`config.mk`:
```
export PLATFORM = sky130hd
export DESIGN_NAME = bcd_display_scan_flat
export DESIGN_NICKNAME = d
export VERILOG_FILES = /design/src/rtl/bcd_display_pkg.sv /design/src/rtl/bcd_display_scan_if.sv /design/src/rtl/seg7_decode.sv /design/src/rtl/bcd_display_scan.sv /design/src/flat_wrapper.sv
export SDC_FILE = /design/constraint.sdc
export NUM_CORES = 1
export LEC_CHECK = 0
export ABC_CLOCK_PERIOD_IN_PS = 5630
export CAP_MARGIN = 20
export CORE_ASPECT_RATIO = 0.6
export CORE_MARGIN = 2
export CORE_UTILIZATION = 49
export DETAILED_ROUTE_END_ITERATION = 7
export GPL_TIMING_DRIVEN = 0
export PLACE_DENSITY = 0.8
export SYNTH_ARGS = -nofsm -noshare
export SYNTH_HDL_FRONTEND = slang
export SYNTH_SLANG_ARGS = --single-unit
```
`constraint.sdc`:
```
create_clock -name clock -period 5.63 [get_ports clock]
set_input_delay 0.8445 -clock clock [delete_from_list [all_inputs] [get_ports clock]]
set_output_delay 0.8445 -clock clock [all_outputs]
set_load 0.05 [all_outputs]
```
`src/rtl/bcd_display_pkg.sv`:
```
// Shared types and constants for the multiplexed three-digit BCD display scanner.
package bcd_display_pkg;

   localparam int unsigned DIGIT_W = 4;
   localparam int unsigned SEG_W   = 7;
   localparam int unsigned AN_W    = 3;

   typedef enum logic [1:0] {
      S_ONES = 2'd0,
      S_TENS = 2'd1,
      S_HUND = 2'd2
   } scan_state_e;

   typedef struct packed {
      logic [DIGIT_W-1:0] hundreds;
      logic [DIGIT_W-1:0] tens;
      logic [DIGIT_W-1:0] ones;
   } bcd_digits_t;

   // Active-high segment patterns, bit order {g,f,e,d,c,b,a}
   localparam logic [SEG_W-1:0] SEG_0    = 7'h3F;
   localparam logic [SEG_W-1:0] SEG_1    = 7'h06;
   localparam logic [SEG_W-1:0] SEG_2    = 7'h5B;
   localparam logic [SEG_W-1:0] SEG_3    = 7'h4F;
   localparam logic [SEG_W-1:0] SEG_4    = 7'h66;
   localparam logic [SEG_W-1:0] SEG_5    = 7'h6D;
   localparam logic [SEG_W-1:0] SEG_6    = 7'h7D;
   localparam logic [SEG_W-1:0] SEG_7    = 7'h07;
   localparam logic [SEG_W-1:0] SEG_8    = 7'h7F;
   localparam logic [SEG_W-1:0] SEG_9    = 7'h6F;
   localparam logic [SEG_W-1:0] SEG_DASH = 7'h40;
   localparam logic [SEG_W-1:0] SEG_OFF  = 7'h00;

endpackage

```
`src/rtl/bcd_display_scan_if.sv`:
```
// Digit load bus and display drive signals of the BCD display scanner.
interface bcd_display_scan_if;
   import bcd_display_pkg::*;

   logic               load;
   logic [DIGIT_W-1:0] hundreds;
   logic [DIGIT_W-1:0] tens;
   logic [DIGIT_W-1:0] ones;
   logic               blank_lz;
   logic [SEG_W-1:0]   seg;
   logic [AN_W-1:0]    an;
   logic               frame_start;

   modport master (
      output load, hundreds, tens, ones, blank_lz,
      input  seg, an, frame_start
   );

   modport slave (
      input  load, hundreds, tens, ones, blank_lz,
      output seg, an, frame_start
   );

endinterface

```
`src/rtl/seg7_decode.sv`:
```
// BCD digit to active-high seven-segment pattern; non-decimal codes show a dash.
module seg7_decode
   import bcd_display_pkg::*;
(
   input  logic [DIGIT_W-1:0] digit,
   output logic [SEG_W-1:0]   seg_c
);

   always_comb begin
      seg_c = SEG_DASH;
      case (digit)
         4'd0:    seg_c = SEG_0;
         4'd1:    seg_c = SEG_1;
         4'd2:    seg_c = SEG_2;
         4'd3:    seg_c = SEG_3;
         4'd4:    seg_c = SEG_4;
         4'd5:    seg_c = SEG_5;
         4'd6:    seg_c = SEG_6;
         4'd7:    seg_c = SEG_7;
         4'd8:    seg_c = SEG_8;
         4'd9:    seg_c = SEG_9;
         default: seg_c = SEG_DASH;
      endcase
   end

endmodule

```
`src/rtl/bcd_display_scan.sv`:
```
// Time-multiplexed three-digit BCD display driver with guard cycles,
// leading-zero blanking and frame-synchronous double-buffered digit updates.
module bcd_display_scan
   import bcd_display_pkg::*;
#(
   parameter int unsigned DIV        = 50000,
   parameter bit          ACTIVE_LOW = 1'b1
) (
   input  logic               clock,
   input  logic               reset,
   bcd_display_scan_if.slave  bus
);

   localparam int unsigned     CNT_W    = $clog2(DIV);
   localparam logic [CNT_W-1:0] CNT_MAX = CNT_W'(DIV - 1);
   localparam logic [SEG_W-1:0] SEG_IDLE = ACTIVE_LOW ? ~SEG_OFF : SEG_OFF;
   localparam logic [AN_W-1:0]  AN_IDLE  = ACTIVE_LOW ? {AN_W{1'b1}} : {AN_W{1'b0}};

   scan_state_e        state_q, state_d;
   logic [CNT_W-1:0]   cnt_q, cnt_d;
   bcd_digits_t        disp_q, disp_d;
   bcd_digits_t        pnd_q, pnd_d;
   logic               pend_q, pend_d;
   logic [SEG_W-1:0]   seg_q, seg_d;
   logic [AN_W-1:0]    an_q, an_d;
   logic               frame_start_q, frame_start_d;

   logic               tick;
   logic               frame_wrap;
   bcd_digits_t        live;
   logic [DIGIT_W-1:0] cur_digit;
   logic [AN_W-1:0]    an_sel;
   logic               blank;
   logic [SEG_W-1:0]   dec_seg_c;
   logic               guard;
   logic [SEG_W-1:0]   seg_act;
   logic [AN_W-1:0]    an_act;

   assign tick       = (cnt_q == CNT_MAX);
   assign frame_wrap = tick && (state_q == S_HUND);
   assign live       = {bus.hundreds, bus.tens, bus.ones};

   // Scan state register
   always_ff @(posedge clock) begin
      if (reset) begin
         state_q <= S_ONES;
      end else begin
         state_q <= state_d;
      end
   end

   // Next-state: advance one digit per prescaler period
   always_comb begin
      state_d = state_q;
      if (tick) begin
         case (state_q)
            S_ONES:  state_d = S_TENS;
            S_TENS:  state_d = S_HUND;
            S_HUND:  state_d = S_ONES;
            default: state_d = S_ONES;
         endcase
      end
   end

   // Digit, anode and blanking selection for the current slot
   always_comb begin
      cur_digit = disp_q.ones;
      an_sel    = 3'b001;
      blank     = 1'b0;
      case (state_q)
         S_TENS: begin
            cur_digit = disp_q.tens;
            an_sel    = 3'b010;
            blank     = bus.blank_lz && (disp_q.hundreds == '0) && (disp_q.tens == '0);
         end
         S_HUND: begin
            cur_digit = disp_q.hundreds;
            an_sel    = 3'b100;
            blank     = bus.blank_lz && (disp_q.hundreds == '0);
         end
         default: ;
      endcase
   end

   seg7_decode u_decode (
      .digit (cur_digit),
      .seg_c (dec_seg_c)
   );

   // Output decode; cnt == 0 is the anti-ghosting guard cycle
   always_comb begin
      guard         = (cnt_q == '0);
      seg_act       = (guard || blank) ? SEG_OFF : dec_seg_c;
      an_act        = guard ? {AN_W{1'b0}} : an_sel;
      seg_d         = ACTIVE_LOW ? ~seg_act : seg_act;
      an_d          = ACTIVE_LOW ? ~an_act : an_act;
      frame_start_d = guard && (state_q == S_ONES);
   end

   // Prescaler and double buffer; a load on the wrap tick bypasses pending
   always_comb begin
      cnt_d  = tick ? '0 : cnt_q + CNT_W'(1);
      disp_d = disp_q;
      pnd_d  = pnd_q;
      pend_d = pend_q;
      if (frame_wrap) begin
         if (bus.load) begin
            disp_d = live;
         end else if (pend_q) begin
            disp_d = pnd_q;
         end
         pend_d = 1'b0;
      end else if (bus.load) begin
         pnd_d  = live;
         pend_d = 1'b1;
      end
   end

   always_ff @(posedge clock) begin
      if (reset) begin
         cnt_q         <= '0;
         disp_q        <= '0;
         pnd_q         <= '0;
         pend_q        <= 1'b0;
         seg_q         <= SEG_IDLE;
         an_q          <= AN_IDLE;
         frame_start_q <= 1'b0;
      end else begin
         cnt_q         <= cnt_d;
         disp_q        <= disp_d;
         pnd_q         <= pnd_d;
         pend_q        <= pend_d;
         seg_q         <= seg_d;
         an_q          <= an_d;
         frame_start_q <= frame_start_d;
      end
   end

   assign bus.seg         = seg_q;
   assign bus.an          = an_q;
   assign bus.frame_start = frame_start_q;

endmodule

```
`src/flat_wrapper.sv`:
```
// flat-port wrapper written by rule: the top's interface ports become plain ports
module bcd_display_scan_flat import bcd_display_pkg::*;
#(
   parameter int unsigned DIV        = 50000,
   parameter bit          ACTIVE_LOW = 1'b1
)
  (clock, reset, bus_load, bus_hundreds, bus_tens, bus_ones, bus_blank_lz, bus_seg, bus_an, bus_frame_start);
  bcd_display_scan_if bus_i ();
  input  logic clock;
  input  logic reset;
  input wire logic [$bits(bus_i.load)-1:0] bus_load;
  input wire logic [$bits(bus_i.hundreds)-1:0] bus_hundreds;
  input wire logic [$bits(bus_i.tens)-1:0] bus_tens;
  input wire logic [$bits(bus_i.ones)-1:0] bus_ones;
  input wire logic [$bits(bus_i.blank_lz)-1:0] bus_blank_lz;
  output wire logic [$bits(bus_i.seg)-1:0] bus_seg;
  output wire logic [$bits(bus_i.an)-1:0] bus_an;
  output wire logic [$bits(bus_i.frame_start)-1:0] bus_frame_start;
  assign bus_i.load = bus_load;
  assign bus_i.hundreds = bus_hundreds;
  assign bus_i.tens = bus_tens;
  assign bus_i.ones = bus_ones;
  assign bus_i.blank_lz = bus_blank_lz;
  assign bus_seg = bus_i.seg;
  assign bus_an = bus_i.an;
  assign bus_frame_start = bus_i.frame_start;
  bcd_display_scan #(.DIV(DIV), .ACTIVE_LOW(ACTIVE_LOW)) u_core (.clock(clock), .reset(reset), .bus(bus_i));
endmodule
```
Word-level counts from Yosys, hierarchy flattened:

Memory sizes are Yosys's and may differ from the RTL's.
Index checks and enable logic that the tools add are counted.

* add/subtract/negate cells: 1
* equal/unequal tests: 3
* muxes and demuxes: 8
* bitwise gates (word level): 3
* reduce and logical (&&, ||, !) cells: 14

Operators with widths (count)
* $mux W12: 2
* $add A16 B1 Y16 const B: 1
* $eq A16 B16 Y1 const B: 1
* $logic_not A16 Y1: 1
* $logic_not A4 Y1: 2
* $pmux W4 S2: 1
* $mux W7: 1
* $not A7 Y7: 1
* $pmux W3 S2: 1
* $logic_and A1 B1 Y1: 4
* $pmux W2 S2: 1
* $reduce_and A2 Y1: 2
* $reduce_or A2 Y1: 2
* $mux W3: 1
* $not A3 Y3: 1
* $eq A2 B1 Y1 const B: 1
* $eq A2 B2 Y1 const B: 1
* $logic_not A2 Y1: 1
* $pmux W1 S2: 1
* $reduce_bool A2 Y1: 1
* $logic_or A1 B1 Y1: 1
* $not A1 Y1: 1

* flip-flop bits (word level): 54
* memory bits (read-only): 112
* input port bits: 16
* output and inout port bits: 11
* logic and storage cells: 42
* memories: 1

Memory list
* (name not given): depth 16, width 7, read ports 1, clocked after memory_dff 0, write ports 0, RTL line seg7_decode.sv:11 `case (digit)`

Depth between registers and ports, before layout:

* depth after elaboration: 7
* depth in mapped cells: 10
* mapped depth without buffers: 9

Cells and area by module:

From an unflattened synthesis, not the netlist that was laid out.

* cell total of the unflattened synthesis: 305
* area total of the unflattened synthesis: 2702.6 µm²

By module, submodules not included
* bcd_display_scan: times used 1, cells an instance 276, area each 2477.4 µm², sequential area each 1081.0 µm²
* seg7_decode: times used 1, cells an instance 29, area each 225.2 µm², sequential area each 0.0 µm²

Worst setup path after synthesis:

Ideal clock, no wire load.

* path kind: register to register
* start: register u_core.state_q[0]
* end: register u_core.seg_q[5] (netlist: u_core.bus.seg[5])
* setup time: 106 ps
* arrival time: 1979 ps
* data required time: 5524 ps
* setup slack: 3545 ps
* cell stages (with the launch flop): 10
* buffers on the path: 1
* clock period less this slack: 2085 ps
* cell sequence: dfxtp_1 > inv_1 > ha_1 > clkbuf_1 > nor2_1 > a21oi_1 > inv_1 > ha_1 > and2_1 > o311ai_0

* word-level cells in the longest chain between the ends: 5
* elaborated cells between the ends (all ways): 8
* those cells by class: eq/ne (2); mux (3); bitwise (1); reduce/logical (1); memory (1)

RTL lines
* start: declaration: RTL line bcd_display_scan.sv:19 `scan_state_e state_q, state_d;`
* start signal: assignment: RTL line bcd_display_scan.sv:48 `state_q <= state_d;`
* $eq A2 B2 Y1 or $eq A2 B1 Y1 (tied branches): RTL line bcd_display_scan.sv:70 `case (state_q)`
* $pmux W4 S2 or $pmux W1 S2 (tied branches): RTL line bcd_display_scan.sv:70
* $mem_v2 Z16 W7 or $logic_or A1 B1 Y1 (tied branches)
* $mux W7 *: RTL line bcd_display_scan.sv:93 `seg_act = (guard || blank) ? SEG_OFF : dec_seg_c;`
* $not A7 Y7 *: RTL line bcd_display_scan.sv:95 `seg_d = ACTIVE_LOW ? ~seg_act : seg_act;`
* end signal: assignment: RTL line bcd_display_scan.sv:133 `seg_q <= seg_d;`
* end: declaration: RTL line bcd_display_scan.sv:24 `logic [SEG_W-1:0] seg_q, seg_d;`

Every way passes the cells marked *; elsewhere a longest branch is shown, timed or not.
A chain may end at the register's enable or synchronous reset.

Worst setup path in the final report:

Same ends and word-level chain as after synthesis.

==> flow_summary.json <==
{
  "outcome": "finished, final reports clean",
  "regToRegStartpoint": "u_core.state_q[0]$_SDFFE_PP0P_",
  "final_layout_size_suffix_gt1_share_pct": 8.67,
  "tritoncts": "yes",
  "path_class": "register to register",
  "post_cts_hold_buffer_count": 0,
  "static-leakage-power_uw": 0.00121,
  "detail_route.wirelength_um": 5210,
  "cts.sinks": 54,
  "antenna_violations_before_repair": 0,
  "first_global_vias": 1839,
  "worstRegToRegCells": 9,
  "nets": 350,
  "r2r_slack_ns": 3.23,
  "netlist.top_cell.by_area": "sky130_fd_sc_hd__dfxtp_1",
  "hold_viol_final": 0,
  "cp_max_fo": 10,
  "min_to": "u_core.pnd_q[9]$_SDFFE_PP0P_",
  "worst-endpoint-required_ns": 5.84,
  "ys_async_sr_fraction_pct": 0,
  "groute.usage.overall_pct": 18.6,
  "coreArea_sq_um": 5470,
  "count_of_boundary_i_o_pins": 27,
  "vias": 2076,
  "postSynthRegisterBits": 54,
  "vias_per_cell": 5.30,
  "setup_violations": 0,
  "timing.final.crit_share_pct": 42.6,
  "clock_latency_ns": 0.32,
  "cts-resized-gates": 0,
  "combined_area_of_all_synthesized_cells_sq_um": 2730,
  "floorplan.die.height_um": 61.8,
  "worstSetupEndpointType": "register",
  "drc": 0,
  "skew_ns": 0.0127,
  "vdd.ir_drop.worst_v": 0.000106,
  "syn_inst": 291,
  "antenna_left": 0,
  "hold_path_depth": 2,
  "rr_endpoint": "u_core.bus.seg[5]$_SDFF_PP1_",
  "die_area_sq_um": 6210,
  "root_buffer": "sky130_fd_sc_hd__clkbuf_8",
  "overall_overflow_remaining_after_global_route": 0,
  "grt_first_pass_wirelength_um": 8760,
  "cts_post_setup_buffers_inserted": 0,
  "timing.max_slew.rel_slack_pct": 66.9,
  "port_buffers": 24,
  "cts_made_buffers": 5,
  "antenna-diode-count": 0,
  "cap_violations": 0,
  "maxClockFrequency_mhz": 417,
  "synth-main-ff-cell": "sky130_fd_sc_hd__dfxtp_1",
  "tightestPinTransition_ns": 0.495,
  "synth.top_cells.by_area": "sky130_fd_sc_hd__dfxtp_1, sky130_fd_sc_hd__mux2i_1, sky130_fd_sc_hd__nand2b_1",
  "htree_num_levels": 2,
  "yosysWarnings": 0,
  "syn_to_final_growth_pct": 15.1,
  "power_density_nw_per_um2": 227,
  "critical_path_arrival_ns": 2.61,
  "synthDominantCellAreaShare_pct": 39.6,
  "clock_tree.buffer_depth": 2,
  "tns_ns": 0,
  "period_minus_slack_ns": 2.40,
  "min-delay-path-class": "register to register",
  "die_w_um": 100,
  "finish.utilization_pct": 57.6,
  "routed_wire_length_per_instance_um": 13.3,
  "min_from": "u_core.pnd_q[9]$_SDFFE_PP0P_",
  "slew_violations": 0,
  "syn_area_per_cell_sq_um": 9.39,
  "synth_edf_count": 0,
  "initial_utilization_pct": 50.0,
  "synth_fp_nets": 319,
  "yosysSeqAreaShare_pct": 39.6,
  "detailedRoute.firstPassIterationCount": 4,
  "detail_placement_hpwl_um": 3890,
  "rsz_0062_raised_after_global_routing": "no",
  "detail_route.iter0.violations": 73,
  "core.rowCount": 21,
  "clock_transition_at_the_registers_of_the_reported_paths_ns": 0.09,
  "weighted_congestion_at_the_end_of_routability_driven_global_placement": 0.835,
  "critPathLaunchType": "register",
  "grt_start_max_net_pins": 17,
  "post_synth_num_cell_types": 45,
  "total_power_uw": 715
}
[state kept, by name (all words and copies together), names as in the netlist]
register	cells
u_core.bus.seg	7
u_core.pend_q	1
u_core.pnd_q	12
u_core.cnt_q	16
u_core.state_q	2
u_core.bus.an	3
u_core.bus.frame_start	1
u_core.disp_q	12
[logic make-up after synthesis]
kind of cell | share of synthesized area (%)
AND/OR/NAND/NOR | 24.8
flip-flops | 39.6
AO/OA/AOI/OAI | 8.29
multiplexers | 15.1
buffers and inverters | 3.53
adder cells (fa/ha/maj) | 5.49
XOR/XNOR | 3.21
[power by group]
group	leakage, uW	switching [uW]	internal, uW
Clock	0.0000452	131	88.2
Combinational	0.000725	54.1	39.4
Sequential	0.000441	6.29	396
[cell usage in the layout, fill, tap and decap left out, drive strengths merged, types with 4 or more instances in the layout]
master	instances
a21oi	12
a22oi	4
and3	6
buf	5
clkbuf	14
clkdlybuf4s50	24
dfxtp	54
ha	12
inv	9
mux2	12
mux2i	24
nand2	6
nand2b	26
nand3	12
nor2	34
nor2b	13
nor3	4
nor4	5
o21ai	9
or3	4
xnor2	7
[synthesized netlist by cell type (all sizes together), types with 2 or more instances]
cell type / count
nand2: 6
mux2: 12
xnor2: 7
nand3: 12
a21oi: 12
a21o: 2
buf: 5
dfxtp: 54
or3: 4
nor4: 5
inv: 9
nor2b: 13
ha: 12
nor3: 4
clkbuf: 8
a211oi: 2
mux2i: 24
nand2b: 26
a22oi: 4
or4: 2
nand4: 2
o211ai: 2
nor4b: 2
o21ai: 9
xor2: 3
and3: 6
nor2: 34
[per-stage QoR]
| step | hold WS [ns] | area, sq um | instances | worst slack, ns |
|---|---|---|---|---|
| 2_1_floorplan | 0.438 | 2730 | 291 | 3.54 |
| 3_3_place_gp | 0.453 | 3060 | 384 | 3.29 |
| 3_5_place_dp | 0.466 | 3060 | 384 | 3.23 |
| 4_1_cts | 0.483 | 3150 | 392 | 3.20 |
| 5_1_grt | 0.497 | 3150 | 392 | 2.95 |
| 6_report | 0.481 | 3150 | 392 | 3.23 |
[worst max-delay path, cell delays in order, from the launching register on]
cell and delay (ns):
sky130_fd_sc_hd__dfxtp_1 0.39, sky130_fd_sc_hd__inv_1 0.09, sky130_fd_sc_hd__ha_1 0.32, sky130_fd_sc_hd__clkbuf_1 0.32, sky130_fd_sc_hd__nor2_1 0.07, sky130_fd_sc_hd__a21oi_1 0.29, sky130_fd_sc_hd__inv_1 0.14, sky130_fd_sc_hd__ha_1 0.22
sky130_fd_sc_hd__and2_1 0.13, sky130_fd_sc_hd__o311ai_0 0.31
[layer usage]
layer  GRT usage, %  vias up  share of wire, %
met5              0        -                 0
met4           8.02        0               1.4
met3           4.81        7               4.4
met2           26.2       37                38
met1           26.9      966                56
li1               -     1066                 -
[worst max-delay path by stage]
stage	to	cells past startpoint	from	slack, ns
after floorplan	u_core.bus.seg[5]$_SDFF_PP1_	9	u_core.state_q[0]$_SDFFE_PP0P_	3.54
after global placement	u_core.bus.seg[5]$_SDFF_PP1_	9	u_core.state_q[0]$_SDFFE_PP0P_	3.29
after detailed placement	u_core.bus.seg[5]$_SDFF_PP1_	9	u_core.state_q[0]$_SDFFE_PP0P_	3.23
after CTS	u_core.bus.seg[5]$_SDFF_PP1_	9	u_core.state_q[0]$_SDFFE_PP0P_	3.20
after global routing	u_core.bus.seg[4]$_SDFF_PP1_	10	u_core.state_q[0]$_SDFFE_PP0P_	2.95
final	u_core.bus.seg[5]$_SDFF_PP1_	9	u_core.state_q[0]$_SDFFE_PP0P_	3.23
[cell type report]
class                           instances  area [sq um]
Fill cell                             480          2320
Clock buffer                            6          72.6
Sequential cell                        54          1080
Buffer                                 13          62.6
Clock inverter                          2          13.8
Timing Repair Buffer                   24           240
Tap cell                               69          86.3
Inverter                                9          33.8
Multi-Input combinational cell        215          1560
No activity file was read; power rests on OpenSTA's default activity.
